<file path="src/rtl/spi_master_param.sv">
// Parameterised SPI master: modes 0-3, MSB/LSB first, N active-low chip selects.
// Ports: clk, reset(sync, active-low), start/slaveSelect/masterDataToSend/cpol/cpha/lsbFirst request,
//        MISO in; SCLK, MOSI, CS[NUM_SLAVES] serial side; busy, done, masterDataReceived status.
module spi_master_param #(
  parameter int DATA_WIDTH = 8,
  parameter int NUM_SLAVES = 3,
  parameter int CLK_DIV    = 2,
  localparam int SW = (NUM_SLAVES > 1) ? $clog2(NUM_SLAVES) : 1
) (
  input  logic                  clk,
  input  logic                  reset,
  input  logic                  start,
  input  logic [SW-1:0]         slaveSelect,
  input  logic [DATA_WIDTH-1:0] masterDataToSend,
  input  logic                  cpol,
  input  logic                  cpha,
  input  logic                  lsbFirst,
  input  logic                  MISO,
  output logic [DATA_WIDTH-1:0] masterDataReceived,
  output logic                  SCLK,
  output logic [NUM_SLAVES-1:0] CS,
  output logic                  MOSI,
  output logic                  busy,
  output logic                  done
);

  localparam int CW = (CLK_DIV > 1) ? $clog2(CLK_DIV) : 1;
  localparam int HW = $clog2(2 * DATA_WIDTH);
  localparam int IW = HW - 1;

  localparam logic [CW-1:0] DIV_LAST  = CW'(CLK_DIV - 1);
  localparam logic [HW-1:0] HALF_LAST = HW'(2 * DATA_WIDTH - 1);
  localparam logic [IW-1:0] BIT_LAST  = IW'(DATA_WIDTH - 1);
  localparam logic [SW:0]   SEL_LIM   = (SW + 1)'(NUM_SLAVES);

  typedef enum logic [1:0] {
    IDLE,
    SETUP,
    TRANSFER,
    HOLD
  } state_t;

  state_t state_q;
  state_t state_d;

  logic [CW-1:0]         div_q;
  logic [HW-1:0]         half_q;
  logic [DATA_WIDTH-1:0] tx_q;
  logic [DATA_WIDTH-1:0] rx_q;
  logic                  cpol_q;
  logic                  cpha_q;
  logic                  lsb_q;

  logic                  sel_ok;
  logic                  accept;
  logic                  tick;
  logic                  step;
  logic                  lead;
  logic                  trail;
  logic                  last_half;
  logic                  sample;
  logic [IW-1:0]         k;
  logic [IW-1:0]         slot;

  // Bit k of the word in transmit order.
  function automatic logic pick(
    input logic [DATA_WIDTH-1:0] w,
    input logic                  lsb,
    input logic [IW-1:0]         idx
  );
    pick = lsb ? w[idx] : w[BIT_LAST - idx];
  endfunction

  assign sel_ok    = {1'b0, slaveSelect} < SEL_LIM;
  assign accept    = (state_q == IDLE) && start && sel_ok;
  assign tick      = (div_q == DIV_LAST);
  assign step      = (state_q == TRANSFER) && tick;
  // Even half-periods end on a leading edge, odd ones on a trailing edge.
  assign lead      = step && !half_q[0];
  assign trail     = step && half_q[0];
  assign last_half = (half_q == HALF_LAST);
  assign k         = half_q[HW-1:1];
  assign slot      = lsb_q ? k : BIT_LAST - k;
  assign sample    = cpha_q ? trail : lead;

  always_ff @(posedge clk) begin
    if (!reset) begin
      state_q <= IDLE;
    end else begin
      state_q <= state_d;
    end
  end

  always_comb begin
    state_d = state_q;
    unique case (state_q)
      IDLE:     if (accept) state_d = SETUP;
      SETUP:    if (tick) state_d = TRANSFER;
      TRANSFER: if (tick && last_half) state_d = HOLD;
      HOLD:     if (tick) state_d = IDLE;
      default:  state_d = IDLE;
    endcase
  end

  always_ff @(posedge clk) begin
    if (!reset) begin
      div_q              <= '0;
      half_q             <= '0;
      tx_q               <= '0;
      rx_q               <= '0;
      cpol_q             <= 1'b0;
      cpha_q             <= 1'b0;
      lsb_q              <= 1'b0;
      masterDataReceived <= '0;
      SCLK               <= 1'b0;
      CS                 <= '1;
      MOSI               <= 1'b0;
      busy               <= 1'b0;
      done               <= 1'b0;
    end else begin
      done <= 1'b0;

      if (state_q == IDLE) begin
        div_q <= '0;
      end else begin
        div_q <= tick ? '0 : div_q + CW'(1);
      end

      if (state_q != TRANSFER) begin
        half_q <= '0;
      end else if (tick) begin
        half_q <= last_half ? '0 : half_q + HW'(1);
      end

      if (accept) begin
        tx_q   <= masterDataToSend;
        rx_q   <= '0;
        cpol_q <= cpol;
        cpha_q <= cpha;
        lsb_q  <= lsbFirst;
        SCLK   <= cpol;
        CS     <= ~(NUM_SLAVES'(1) << slaveSelect);
        busy   <= 1'b1;
        // Mode with cpha=0 needs bit 0 on the wire before the first edge.
        if (!cpha) begin
          MOSI <= pick(masterDataToSend, lsbFirst, '0);
        end
      end else if (state_q != TRANSFER) begin
        SCLK <= cpol_q;
      end

      if (step) begin
        SCLK <= ~SCLK;
      end

      if (sample) begin
        rx_q[slot] <= MISO;
      end

      if (lead && cpha_q) begin
        MOSI <= pick(tx_q, lsb_q, k);
      end

      // The final trailing edge has no next bit to present.
      if (trail && !cpha_q && !last_half) begin
        MOSI <= pick(tx_q, lsb_q, k + IW'(1));
      end

      if (state_q == HOLD && tick) begin
        CS                 <= '1;
        busy               <= 1'b0;
        done               <= 1'b1;
        masterDataReceived <= rx_q;
      end
    end
  end

endmodule

</file>
<file path="config.mk">
export PLATFORM = sky130hd
export DESIGN_NAME = spi_master_param
export DESIGN_NICKNAME = d
export VERILOG_FILES = /design/src/rtl/spi_master_param.sv
export SDC_FILE = /design/constraint.sdc
export NUM_CORES = 1
export LEC_CHECK = 0
export ABC_AREA = 1
export CAP_MARGIN = 0
export CORE_MARGIN = 4
export CORE_UTILIZATION = 45
export DETAILED_ROUTE_END_ITERATION = 8
export PLACE_DENSITY = 0.69
export SYNTH_ARGS = -nofsm -noshare
export SYNTH_HDL_FRONTEND = slang
export SYNTH_SLANG_ARGS = --single-unit
</file>
<file path="constraint.sdc">
create_clock -name clk -period 4.3 [get_ports clk]
set_input_delay 0.86 -clock clk [delete_from_list [all_inputs] [get_ports clk]]
set_output_delay 0.86 -clock clk [all_outputs]
set_load 0.02 [all_outputs]
</file>
==> flow_summary.toml <==
[setup_path]
critical_path_class = "input pin to register"
rr_worst_depth = 7
crit_path_max_fanout = 22
slowest_stage = "clkdlybuf4s50_1"
crit_buf_inv = 2
critPathTopFamily = "buffers and inverters"
endpoint_kind = "register"
crit_path_end = "masterDataReceived[5]$_SDFFE_PN0P_"
worstPathArrival_ns = 2.73
rr_endpoint = "MOSI$_SDFFE_PN0P_"
crit_cells = 4
reg2reg_slack_ns = 2.30
crit_start = "reset"
crit_required_ns = 4.54
start_kind = "input pin"
timing.rr.start = "state_q[0]$_SDFFE_PN0P_"
crit_path_max_incr_delay_ns = 0.95
worstPathCellList = "clkdlybuf4s50_1 > inv_1 > nor2_2 > a22o_1"

[logic_synthesis]
async_reset_ff_share_pct = 0
synth_edf_count = 0
yosysWarningCount = 0
synth_cell_types = 34
yosysSeqAreaShare_pct = 40.32
syn-cell-area_mm2 = 0.002036
synth_fp_nets = 303
netlist.area_leader.share_pct = 40.32
synthFlopType = "dfxtp_1"
netlist_instances = 279
synth_most_common_cell = "nand2_1"
yosysTopAreaCell = "dfxtp_1"
postSynthAreaPerCell_um2 = 7.296
yosys-top-cells-area = "dfxtp_1, nand2_1, nand3_1"
synthTopCellsByCount = "nand2_1, dfxtp_1, nand3_1"
ys_ff_latch = 41

[cts]
clock_sinks = 41
cts_tree = "yes"
clock_latency_ns = 0.29
cts_root_buf = "clkbuf_8"
cts-htree-levels = 2
cts_hold_buf = 0
cts_setup_buffers = 0
clock_path_buffers = 2
path_clk_slew_ns = 0.08
post_cts_resized = 0
cts_made_buffers = 5

[drt]
drt_iter0_markers = 76
routedWlPerCell_um = 12.71
vias = 1841
drc = 0
drtPass1Iterations = 4
postRouteAntennaNets = 0
viasPerCell = 5.114
wl_mm = 4.575

[floorplan]
fp.dieW_um = 75.26
num_rows = 24
die_h_um = 75.26
start_util_pct = 46.75
fp.coreArea_mm2 = 0.004354
dieArea_mm2 = 0.005664
io_pins = 32

[final_layout]
nNetsFinal = 332
area.growth.synth_to_final_pct = 20.47
drive_gt1_share_pct = 8.766
n_antenna_cell = 0
fillers = 425
design_area_mm2 = 0.002452
seq_area_um2 = 820.8
multi_input_area_mm2 = 0.001077

[run]
drv_cap = 0

[sta]
relSlewSlack_pct = 50.07
hold_viol = 0
clock.fmax_ghz = 0.4009
maxSlewViolCount = 0
finalCritPeriodShare_pct = 58.01
clock_skew_ns = 0.005693
rsz0062_at_grt = "false"
fin_tns_setup_ns = 0
period_minus_slack_ns = 2.495
tightest_slew_ns = 0.7466
setup_violations = 0

[global_route]
grtUsageTotal_pct = 17.99
antenna_found_initial = 0
grt_pass1_vias = 1759
grt_pass1_wl_mm = 7.769
grt_max_degree = 29
overflow = 0

[placed_design]
postPlaceCellArea_mm2 = 0.002362
place_hpwl_mm = 3.311
place_congestion = 0.9176
io_buffers = 31

[run_status]
status = "finished, final reports clean"

[worst_hold_path]
worstHoldPathType = "register to register"

[power]
leakage_nw = 1.025
power.density_mw_per_mm2 = 448.8
worst_ir_drop_vdd_v = 0.0002761
how the worst min path moves through the flow:
| stage | startpoint | end | slack [ns] | cells after the start |
|---|---|---|---|---|
| global route | masterDataReceived[6]$_SDFFE_PN0P_ | masterDataReceived[6]$_SDFFE_PN0P_ | 0.47 | 2 |
| detailed placement | masterDataReceived[6]$_SDFFE_PN0P_ | masterDataReceived[6]$_SDFFE_PN0P_ | 0.44 | 2 |
| global placement | masterDataReceived[6]$_SDFFE_PN0P_ | masterDataReceived[6]$_SDFFE_PN0P_ | 0.44 | 2 |
| finish | masterDataReceived[6]$_SDFFE_PN0P_ | masterDataReceived[6]$_SDFFE_PN0P_ | 0.46 | 2 |
| CTS | masterDataReceived[6]$_SDFFE_PN0P_ | masterDataReceived[6]$_SDFFE_PN0P_ | 0.46 | 2 |
| floorplan | rx_q[6]$_SDFF_PN0_ | masterDataReceived[6]$_SDFFE_PN0P_ | 0.43 | 2 |
kinds of logic (layout without fill, tap and decap cells):
family                     after synthesis  in the layout  share of synthesized area (%)
xor gates and xnor gates                 7              7                          3.012
AOI/OAI and AO/OA                       51             51                          14.94
and+or+nand+nor                        140            140                          30.18
DFF                                     41             41                          40.32
adders and majority gates                7              7                          4.302
muxes                                    1              1                         0.4917
buffers and inverters                   32             61                          6.760
layout make-up:
class / instances / share of cell area, %
tap: 52 / 2.653
timing repair buffer: 31 / 12.65
clock buffer: 6 / 3.367
inverter: 23 / 3.622
sequential: 41 / 33.47
clock inverter: 1 / 0.3061
multi-input combinational: 206 / 43.93
worst reg2reg max path, delay by kind of cell, from the launching register on:
kind                       cells  cell delay, ns
AOI/OAI and AO/OA              2            0.49
adders and majority gates      1            0.27
buffers and inverters          1            0.14
DFF                            1            0.33
and+or+nand+nor                3            0.66
power by group:
group | switching (mW) | internal [mW]
Clock | 0.132 | 0.127
Sequential | 0.0431 | 0.432
Combinational | 0.229 | 0.138
Total | 0.404 | 0.697
flip-flops by register name, indices dropped and copies added, names as in the netlist:
name                flops
tx_q                    8
lsb_q                   1
rx_q                    8
cpha_q                  1
masterDataReceived      8
half_q                  4
SCLK                    1
CS                      3
div_q                   1
cpol_q                  1
done                    1
MOSI                    1
busy                    1
state_q                 2
cells in the final DEF, fill, tap and decap left out, types with 5 or more instances in the layout:
cell	instances
inv_1	17
xor2_1	5
ha_1	7
nor3_1	6
clkdlybuf4s50_1	31
a21oi_1	19
clkbuf_8	6
a22o_1	7
nor2_1	24
nand2_1	70
nand3_1	25
nor2_2	7
dfxtp_1	41
o21ai_0	14
metal layers:
| layer | track usage, % | vias to the layer above | wire (um) |
|---|---|---|---|
| met5 | 0 | - | 0 |
| met4 | 5.243 | 0 | 52 |
| met3 | 4.673 | 5 | 171 |
| met2 | 30.17 | 28 | 2120 |
| met1 | 22.79 | 835 | 2231 |
| li1 | - | 973 | - |
stage by stage:
stage | utilization [%] | instances | setup WS (ns) | power, mW | hold WS (ns)
final | 56.32 | 360 | 1.805 | 1.101 | 0.4576
after floorplan | - | 279 | 2.683 | 0.7493 | 0.4265
after CTS | 56.32 | 360 | 1.820 | 1.109 | 0.4598
after global placement | 54.25 | 353 | 1.555 | 0.8436 | 0.4410
after global routing | 56.32 | 360 | 1.673 | 1.182 | 0.4740
after detailed placement | 54.25 | 353 | 1.520 | 0.8486 | 0.4361
Power figures use the tool's default switching activity.
==> RTL change 1: new RTL, same settings <==
Put one more register stage on the output `CS`, cleared by the reset. The value now appears one clock later. The other outputs are not delayed to match.
--- a/src/rtl/spi_master_param.sv
+++ b/src/rtl/spi_master_param.sv
@@ -39,6 +39,8 @@
     TRANSFER,
     HOLD
   } state_t;
+
+  logic [NUM_SLAVES-1:0] CS_s0;
 
   state_t state_q;
   state_t state_d;
@@ -113,7 +115,7 @@
       lsb_q              <= 1'b0;
       masterDataReceived <= '0;
       SCLK               <= 1'b0;
-      CS                 <= '1;
+      CS_s0              <= '1;
       MOSI               <= 1'b0;
       busy               <= 1'b0;
       done               <= 1'b0;
@@ -139,7 +141,7 @@
         cpha_q <= cpha;
         lsb_q  <= lsbFirst;
         SCLK   <= cpol;
-        CS     <= ~(NUM_SLAVES'(1) << slaveSelect);
+        CS_s0  <= ~(NUM_SLAVES'(1) << slaveSelect);
         busy   <= 1'b1;
         // Mode with cpha=0 needs bit 0 on the wire before the first edge.
         if (!cpha) begin
@@ -167,7 +169,7 @@
       end
 
       if (state_q == HOLD && tick) begin
-        CS                 <= '1;
+        CS_s0              <= '1;
         busy               <= 1'b0;
         done               <= 1'b1;
         masterDataReceived <= rx_q;
@@ -175,5 +177,13 @@
     end
   end
 
+  always_ff @(posedge clk) begin
+    if (!reset) begin
+      CS <= '0;
+    end else begin
+      CS <= CS_s0;
+    end
+  end
+
 endmodule
 
Formal check against the unedited RTL: not equivalent (Yosys sat finds a counterexample within 4 cycles, from zero or initial values and one cycle with reset low).
==> RTL change 1 against the unedited design <==
  * Clock skew is 0.0013 ns higher
  * Power is 8.6% higher
  * Sequential cell count is 3 higher
  * Synthesized area is 6.7% higher
  * Highest routed layer unchanged
  * Worst setup slack better by 0.055 ns
  * Routed wire length is 3.7% higher
  * Count of clock-buffer cells in the layout is 1 lower
  * Design area is 5.7% higher
==> RTL change 1: results <==
[setup_path]
reg2regPathDepth = 6
crit_fanout = 27
timing.rr.start = state_q[0]
critical_register_to_register_path_endpoint = tx_q[7]
startpoint = reset
cp-endpoint = CS_s0[1]
ff2ff_setup_slack_ns = 2.33
crit_arrival_ns = 2.58

[grt]
via_count_of_the_first_global_routing_pass = 1813
antenna_violations_before_repair = 0
grt.total_usage = 0.168
pin_count_of_the_biggest_net_entering_global_routing = 29
first_pass_grt_wire_length_microns = 8140

[hold_path]
hp-class = flip-flop to flip-flop

[cells_and_area]
reg.largest.list = masterDataReceived: 8 flops, rx_q: 8 flops, tx_q: 8 flops
post_route_cells_drive_above_1_share = 0.0870
nNetsFinal = 345
antenna-diode-count = 0

[status]
result_of_the_run = finished, final reports clean

[clock_network]
post-cts-setup-buffer-count = 0
clockRootBuffer = clkbuf_8
cts_hold_buffers = 0
ctsResizeCount = 0
clkLatencyLatePin_ns = 0.29
clock_path_buffers = 2
clkSlewWorstSetupHoldPaths_ns = 0.08
htree_num_levels = 2

[sta]
slew_headroom = 0.450
post-route-min-period_ns = 2.44
clk_skew_ns = 0.00695

[logic_synthesis]
synth_common_cells = nand2_1, dfxtp_1, nor2_1
ys_dominant_reg_cell = dfxtp_1
synth_area_leaders = dfxtp_1, nand2_1, nand3_1, nor2_1, inv_1
ys_async_sr_fraction = 0
synth-seq-area-share = 0.406
ys_types = 34
synth.net_count = 317
synth.yosys.warnings = 0

[placement]
gp_routability_congestion = 0.884
portBuffers = 31
dp_hpwl_microns = 3460
post-place-ws_ns = 1.53

[detailed_routing]
vias = 1913
drt-total-wl_microns = 4750
detailedRoute.firstIterationViolations = 101
detailedRoute.firstPassIterationCount = 4

[power]
power.static_leakage_uw = 0.00109
peakVddDrop_uv = 354
==> RTL change 1: cell count changes after synthesis, moves of 2 or more <==
cell / change
a21oi_1: -3
inv_2: -2
inv_1: +7
buf_2: +4
xor2_1: -2
o21a_1: +2
nor2_1: +3
xnor2_1: +2
dfxtp_1: +3
buf_6: +2
clkbuf_1: -4
==> RTL change 1: how the worst min path moves through the flow <==
stage	startpoint	end	slack, ns	cells after the start
after floorplan	CS_s0[1]	CS[1]	0.41	2
after global placement	CS_s0[1]	CS[1]	0.43	2
after detailed placement	CS_s0[1]	CS[1]	0.43	2
after CTS	CS_s0[1]	CS[1]	0.44	2
after global routing	CS_s0[0]	CS[0]	0.46	2
final	CS_s0[1]	CS[1]	0.43	2
==> RTL change 1: cells by family (layout without fill, tap and decap cells) <==
logic type | Yosys count | after routing | synth area share
AOI/OAI and AO/OA | 53 | 53 | 0.147
adders and majority gates | 7 | 7 | 0.0403
buffers and inverters | 39 | 68 | 0.0847
xor gates and xnor gates | 8 | 8 | 0.0409
DFF | 44 | 44 | 0.406
and+or+nand+nor | 142 | 142 | 0.281
==> RTL change 1: per-stage QoR <==
| stage | cells | instance area (sq um) | util |
|---|---|---|---|
| after floorplan | 293 | 2170 | - |
| after global placement | 368 | 2480 | 0.529 |
| after detailed placement | 368 | 2480 | 0.529 |
| after CTS | 376 | 2590 | 0.553 |
| after global routing | 376 | 2590 | 0.553 |
| final | 376 | 2590 | 0.553 |
==> RTL change 1: per-layer routing <==
| layer | up-vias | global-route usage | part of all wire |
|---|---|---|---|
| met1 | 868 | 0.217 | 0.49 |
| met4 | 0 | 0.0587 | 0.019 |
| li1 | 1008 | - | - |
| met2 | 28 | 0.272 | 0.46 |
| met3 | 9 | 0.0429 | 0.032 |
| met5 | - | 0 | 0 |
==> RTL change 1: layout make-up <==
cell class	instances	area [sq um]
Sequential cell	44	881
Inverter	28	108
Tap cell	54	67.6
Clock inverter	3	42.5
Timing Repair Buffer	32	318
Multi-Input combinational cell	210	1110
Fill cell	468	2100
Clock buffer	5	68.8
==> RTL change 1: where the power goes <==
| part | internal [uW] | switching (uW) |
|---|---|---|
| clock network | 172 | 141 |
| registers | 465 | 49.6 |
| logic | 141 | 226 |
| total | 778 | 417 |
==> RTL change 1: worst max-delay path: stages <==
cell	delay [ns]
clkdlybuf4s50_1	0.45
buf_4	0.26
inv_1	0.15
nor2_1	0.66
o211ai_1	0.19
==> RTL change 2: new RTL, same flow settings <==
Made on the original files. Change the parameter `NUM_SLAVES` from 3 to 5.
--- a/src/rtl/spi_master_param.sv
+++ b/src/rtl/spi_master_param.sv
@@ -3,7 +3,7 @@
 //        MISO in; SCLK, MOSI, CS[NUM_SLAVES] serial side; busy, done, masterDataReceived status.
 module spi_master_param #(
   parameter int DATA_WIDTH = 8,
-  parameter int NUM_SLAVES = 3,
+  parameter int NUM_SLAVES = 5,
   parameter int CLK_DIV    = 2,
   localparam int SW = (NUM_SLAVES > 1) ? $clog2(NUM_SLAVES) : 1
 ) (
Ports: changed (resized CS and slaveSelect); port bits go from 32 to 35. No check against the original RTL was run, so the function may have changed too.
==> RTL change 2 against the unedited design <==
  * Global-route usage grew 0.22 points
  * First-iteration DRC count grew 6.6%
  * Utilization grew 0.39 points
  * Critical endpoint is now SCLK
  * Sequential cell count grew 2
  * Worst setup slack lost 0.31 ns
  * Design area grew 9.2%
  * Critical path depth grew 4
  * Routed wire length grew 12%
  * Synthesized cell count grew 11%
  * Clock skew grew 0.0024 ns
  * Register-to-register slack lost 0.56 ns
  * Synthesized area grew 8.4%
  * Largest cell class unchanged
  * Power grew 5.3%
==> RTL change 2: results <==
[detailed_routing]
wl_met1_microns = 2310
wl_met3_microns = 154
vias = 1996
detailedRoute.firstIterationViolations = 81

[cells_and_area]
multi_input_cells = 223
bufAreaShareNonClock = 0.130
multi_input_area_share = 0.427
clk_share = 0.0430
clkbuf_count = 5

[power]
netSwitchingFraction = 0.349
peakVddDrop_uv = 353
powerComb_uw = 333
p_comb_frac = 0.287

[grt]
grt.total_usage = 0.182
pin_count_of_the_biggest_net_entering_global_routing = 23
grt_util_met3 = 0.0390
met1_usage = 0.221

[setup_path]
crit_arrival_ns = 3.01
startpoint = start
crit_fanout = 21

[sta]
highest_achievable_clock_rate_ghz = 0.357
worst_pin_slew_ns = 0.703

[logic_synthesis]
synth-seq-area-share = 0.390
synth.net_count = 335
synth.mux.area_fraction = 0.00454
synth-xor-area-share = 0.0272

[placement]
portBuffers = 34
post-place-ws_ns = 1.19

[status]
result_of_the_run = finished, final reports clean

[clock_network]
clock_sinks = 43
RTL change 2: worst min-delay path by stage:
stage | slack [ns] | endpoint | cells past startpoint | from
final | 0.45 | masterDataReceived[1] | 2 | masterDataReceived[1]
after global routing | 0.49 | masterDataReceived[5] | 2 | masterDataReceived[5]
after CTS | 0.46 | masterDataReceived[1] | 2 | masterDataReceived[1]
after detailed placement | 0.44 | masterDataReceived[6] | 2 | masterDataReceived[6]
after global placement | 0.43 | masterDataReceived[1] | 2 | masterDataReceived[1]
after floorplan | 0.43 | masterDataReceived[4] | 2 | rx_q[4]
RTL change 2: cells by family (layout without fill, tap and decap cells):
| group | Yosys count | count (layout) |
|---|---|---|
| DFF | 43 | 43 |
| adders and majority gates | 7 | 7 |
| buffers and inverters | 44 | 77 |
| muxes | 1 | 1 |
| xor gates and xnor gates | 3 | 3 |
| and+or+nand+nor | 164 | 164 |
| AOI/OAI and AO/OA | 48 | 48 |
